$ cat src/rtl/jt51_phseq.sv
// Time-multiplexed phase generator for 32 operator slots: per-slot phase
// accumulation, phase modulation and quarter-wave fold onto sine-ROM rows.
module jt51_phseq #(
    parameter int PH_W  = 20,
    parameter int SLOTS = 32
) (
    input  logic                     rst,
    input  logic                     clk,
    input  logic                     cen,
    input  logic [PH_W-1:0]          phinc_I,
    input  logic                     pg_rst_I,
    input  logic [9:0]               pm_I,
    output logic [$clog2(SLOTS)-1:0] slot,
    output logic [4:0]               rom_addr,
    output logic [2:0]               sub_o,
    output logic                     sign_o,
    output logic [9:0]               ph_o
);
    localparam int SW = $clog2(SLOTS);
    localparam logic [SW-1:0] SLOT_STEP = SW'(1);

    logic [PH_W-1:0] acc_q [SLOTS];
    logic [SW-1:0]   slot_q;

    // Only the top ten phase bits leave stage 0; the low bits live on in acc_q.
    logic [9:0]      ph_q, pm_q;
    logic [9:0]      mod_q;
    logic [4:0]      addr_q;
    logic [2:0]      sub_q;
    logic            sign_q;
    logic [9:0]      ph2_q;
    logic [2:0]      sub_out_q;
    logic            sign_out_q;
    logic [9:0]      ph_out_q;

    logic [PH_W-1:0] acc_d;
    logic [9:0]      mod_d;
    logic [7:0]      idx_d;

    always_comb begin
        acc_d = pg_rst_I ? '0 : acc_q[slot_q] + phinc_I;
        mod_d = ph_q + pm_q;
        // Second quarter of each half-wave reads the table backwards.
        idx_d = mod_q[8] ? ~mod_q[7:0] : mod_q[7:0];
    end

    always_ff @(posedge clk or posedge rst) begin
        if (rst) begin
            for (int i = 0; i < SLOTS; i++) begin
                acc_q[i] <= '0;
            end
            slot_q     <= '0;
            ph_q       <= '0;
            pm_q       <= '0;
            mod_q      <= '0;
            addr_q     <= '0;
            sub_q      <= '0;
            sign_q     <= 1'b0;
            ph2_q      <= '0;
            sub_out_q  <= '0;
            sign_out_q <= 1'b0;
            ph_out_q   <= '0;
        end else if (cen) begin
            acc_q[slot_q] <= acc_d;
            slot_q        <= slot_q + SLOT_STEP;
            ph_q          <= acc_d[PH_W-1 -: 10];
            pm_q          <= pm_I;
            mod_q         <= mod_d;
            addr_q        <= idx_d[7:3];
            sub_q         <= idx_d[2:0];
            sign_q        <= mod_q[9];
            ph2_q         <= mod_q;
            // Extra stage matches the ROM's registered read.
            sub_out_q     <= sub_q;
            sign_out_q    <= sign_q;
            ph_out_q      <= ph2_q;
        end
    end

    assign slot     = slot_q;
    assign rom_addr = addr_q;
    assign sub_o    = sub_out_q;
    assign sign_o   = sign_out_q;
    assign ph_o     = ph_out_q;
endmodule

$ cat config.mk
export PLATFORM = sky130hd
export DESIGN_NAME = jt51_phseq
export DESIGN_NICKNAME = d
export VERILOG_FILES = /design/src/rtl/jt51_phseq.sv
export SDC_FILE = /design/constraint.sdc
export NUM_CORES = 2
export LEC_CHECK = 0
export BUFFER_PORTS_ARGS = -buffer_cell sky130_fd_sc_hd__buf_2
export CORE_MARGIN = 1.5
export CORE_UTILIZATION = 33
export CTS_CLUSTER_SIZE = 30
export DETAILED_ROUTE_END_ITERATION = 10
export HOLD_SLACK_MARGIN = 0.03
export PLACE_DENSITY = 0.49
export SLEW_MARGIN = 30
export SYNTH_ARGS = -nofsm -noshare
export SYNTH_HDL_FRONTEND = slang
export SYNTH_SLANG_ARGS = --single-unit
$ cat constraint.sdc
create_clock -name clk -period 44.2 [get_ports clk]
set_input_delay 4.42 -clock clk [delete_from_list [all_inputs] [get_ports clk]]
set_output_delay 4.42 -clock clk [all_outputs]
set_load 0.05 [all_outputs]
==> results.md <==
- Number of global-route vias before repair: 22500
- Die Y: between 300 and 400 um
- Count of flip-flops with a built-in enable after synthesis: 0
- HP Start: acc_q[106]$_DFFE_PP0P_
- Total via count in the routed design: 22100
- Syn Std Cell Area: 0.0317 mm2
- Pre-CTS setup slack: 36.39 ns
- Minimum clock period after layout: 6.89 ns
- Effective utilization at floorplan: 0.334
- Fraction of the core area covered by cells at the end of the flow: 0.376
- Root cell of the clock tree: sky130_fd_sc_hd__clkbuf_16
- Clock tree from TritonCTS: built
- Required time worst endpoint: 44.77 ns
- GPL Wtd Cong: 0.904
- Outcome: finished clean
- Number of different library cells in the post-synthesis netlist: 60
- Final Hold Fails: 0
- Worst-case clock skew: 0.0481 ns
- Maximum clock frequency: 145 MHz
- Leakage: 15.7 nW
- Net count of the mapped netlist: about 2900
- Dominant synthesized flop cell: sky130_fd_sc_hd__dfrtp_1
- Post-route DRC: 0
- Area enclosed by the die boundary: a little under 0.1 mm2
- Minimum setup slack among reg-to-reg paths: 38.15 ns
- GRT Total Usage: 0.196
- Share of synthesized registers carrying an async set or reset: 1.00
- Setup repair after global routing missed its margin: false
- Critical Path Sink Type: register
- Worst setup margin: 37.31 ns
- Clock latency reported for the late side of the worst-skew pair: 0.65 ns
- Final setup violation count: 0
- H-tree depth: 3
- Boundary Pins: 58
- First drt pass iteration count: 5
- Fraction of final layout cells sized beyond drive strength 1: 0.180
- Launching instance or port of the critical path: phinc_I[7]
- Core Area: ~0.095 mm2
- Residual overflow from global routing: 0
- Total clock buffers created by CTS: 79
- Fill cell total of the finished layout: between 9000 and 10000
- Buffers on Ports: 57
- Worst VDD drop: 52.2 uV
- Crit path max fanout: 20
- Count of max-cap constraint violations: 0
- Tightest Pin Transition: approximately 1 ns
- Synthesized flop and latch total: 706
- Initial antenna violation count: 0
- Power density relative to cell area: 79.0 mW/mm2
- Mean cell area of the mapped netlist: around 11 um2
- Layout net count: 2827
- Count of instances resized after the clock tree is built: 0
- # hold bufs at CTS: 0
- Category of the critical setup timing path: in -> reg
- Reg2reg path depth: 14
- Period utilisation layout: 0.156
- Capture point of the worst path: acc_q[399]$_DFFE_PP0P_
- Maximum number of pins on one net before global-route repair: about 190
- DRT Wirelength: between 90000 and 100000 um
- Standard-cell row count: between 100 and 150
- Class of the tightest hold or removal check: reg -> reg
- CTS sink cnt: 706
- Signed area change from the synthesized netlist to the final layout: 12.8%
- Final routed wire length divided by cell count: approximately 23 um
- HPWL after DPL: between 50000 and 60000 um
- Buffer depth of the longest clock path: 3
- DIE WIDTH: 313 um
- Post-CTS setup-driven buffer insertion count: 0
- Capture instance of the worst register-to-register path: acc_q[399]$_DFFE_PP0P_
- Critical Path Source Type: primary input
- Worst reg2reg path startpoint: slot[0]$_DFFE_PP0P_
- Setup TNS: 0 ns
- Synth warnings: 0
- Initial detailed-routing violation count: 1788
- Drt via density: 5.41
- Max-slew violation count: 0
- Seq/Total Area, Yosys: 0.557
- Clock slew at the register clock pins of the worst setup and hold paths: 0.06 ns
- Critical path arrival: 7.46 ns
- ANT nets after route: 0
- Wire length of the first global-routing pass: 145000 um
- Relative slew margins: 0.347
- Syn Inst Count: 2819
- Inserted Diodes: 0
[cell usage after synthesis, types with 7 or more instances]
master,n,area share
sky130_fd_sc_hd__buf_2,24,0.0038
sky130_fd_sc_hd__a22oi_1,12,0.0028
sky130_fd_sc_hd__nand3_1,13,0.0020
sky130_fd_sc_hd__clkbuf_1,215,0.025
sky130_fd_sc_hd__xor2_1,10,0.0028
sky130_fd_sc_hd__buf_1,14,0.0017
sky130_fd_sc_hd__nand2_1,594,0.070
sky130_fd_sc_hd__a21o_1,13,0.0031
sky130_fd_sc_hd__nor2b_1,7,0.0014
sky130_fd_sc_hd__o21ai_0,413,0.065
sky130_fd_sc_hd__buf_6,7,0.0025
sky130_fd_sc_hd__nor2_1,67,0.0079
sky130_fd_sc_hd__inv_1,9,0.0011
sky130_fd_sc_hd__ha_1,32,0.013
sky130_fd_sc_hd__mux2i_1,24,0.0076
sky130_fd_sc_hd__dfrtp_1,706,0.56
sky130_fd_sc_hd__a221oi_1,15,0.0041
sky130_fd_sc_hd__mux2_2,60,0.021
sky130_fd_sc_hd__a22o_1,115,0.032
sky130_fd_sc_hd__mux4_2,166,0.12
sky130_fd_sc_hd__nand2b_1,15,0.0030
sky130_fd_sc_hd__a21oi_1,28,0.0044
sky130_fd_sc_hd__nor3_1,9,0.0014
sky130_fd_sc_hd__o21ai_1,150,0.024
sky130_fd_sc_hd__xnor2_1,22,0.0061
[per-layer routing]
layer	wire, um	vias up	GRT usage
li1	-	9866	-
met1	42700	11300	0.281
met2	42000	742	0.297
met3	6900	151	0.0389
met4	2880	0	0.0657
met5	0	-	0
[worst min path at each step]
stage	end	slack (ns)	depth (start not counted)
finish	acc_q[106]$_DFFE_PP0P_	0.47	2
global route	acc_q[106]$_DFFE_PP0P_	0.49	2
CTS	acc_q[106]$_DFFE_PP0P_	0.48	2
detailed placement	acc_q[106]$_DFFE_PP0P_	0.47	2
global placement	acc_q[194]$_DFFE_PP0P_	0.46	2
floorplan	acc_q[100]$_DFFE_PP0P_	0.44	2
[kinds of logic after synthesis]
kind of cell / count (synthesis) / synth area share
fa+ha+maj: 34 / 0.0139
simple gates: 733 / 0.0921
buf+inv: 276 / 0.0359
compound gates: 786 / 0.145
mux: 251 / 0.147
flops: 706 / 0.557
xor+xnor: 33 / 0.00934
[cell usage in the layout (no fill, tap or decap), drive strengths merged, types with 23 or more instances in the layout]
cell    instances
ha             32
nor2           67
a21oi          28
mux2           61
buf           125
o21ai         564
clkbuf        113
mux2i          24
a22o          115
mux4          166
xnor2          23
dfrtp         706
nand2         594
[final cells by class]
class | instances | area (um2) | share of cell area
clock buffers | 113 | 2310 | 0.0644
well taps | 1265 | 1580 | 0.0442
repair buffers | 125 | 881 | 0.0246
multi-input cells | 1837 | 13100 | 0.364
clock inverters | 25 | 268 | 0.00748
inverters | 10 | 45.0 | 0.00126
flip-flops and latches | 706 | 17700 | 0.494
[report_power, final]
part / total, mW / switching, mW / internal [mW] / leakage (nW)
Combinational: 1.15 / 0.716 / 0.430 / 5.01
Sequential: 1.03 / 0.149 / 0.882 / 9.44
Clock: 0.653 / 0.272 / 0.381 / 1.26
[flip-flops by register name (all words and copies together) (netlist names)]
register and flops:
acc_q 640, mod_q 10, ph_q 10, pm_q 10, ph2_q 9, ph_o 9, rom_addr 5, slot 5
sub_o 3, sub_q 3, sign_o 1, sign_q 1
[critical path: stages]
cell	delay, ns
sky130_fd_sc_hd__buf_2	0.14
sky130_fd_sc_hd__ha_1	0.43
sky130_fd_sc_hd__nand4_1	0.19
sky130_fd_sc_hd__a21oi_1	0.18
sky130_fd_sc_hd__o21ai_2	0.12
sky130_fd_sc_hd__a21oi_1	0.48
sky130_fd_sc_hd__o41ai_2	0.22
sky130_fd_sc_hd__xnor2_2	0.68
sky130_fd_sc_hd__buf_4	0.40
sky130_fd_sc_hd__a22o_1	0.18
[per-stage QoR]
| stage | total power, mW | instances | hold WS, ns | instance area [um2] |
|---|---|---|---|---|
| floorplan | 1.83 | 2819 | 0.445 | 31700 |
| global placement | 2.14 | 3942 | 0.455 | 33200 |
| detailed placement | 2.19 | 3942 | 0.465 | 33200 |
| CTS | 2.85 | 4080 | 0.477 | 35800 |
| global route | 3.00 | 4081 | 0.495 | 35800 |
| finish | 2.83 | 4081 | 0.474 | 35800 |
No activity file was read; power rests on OpenSTA's default activity.
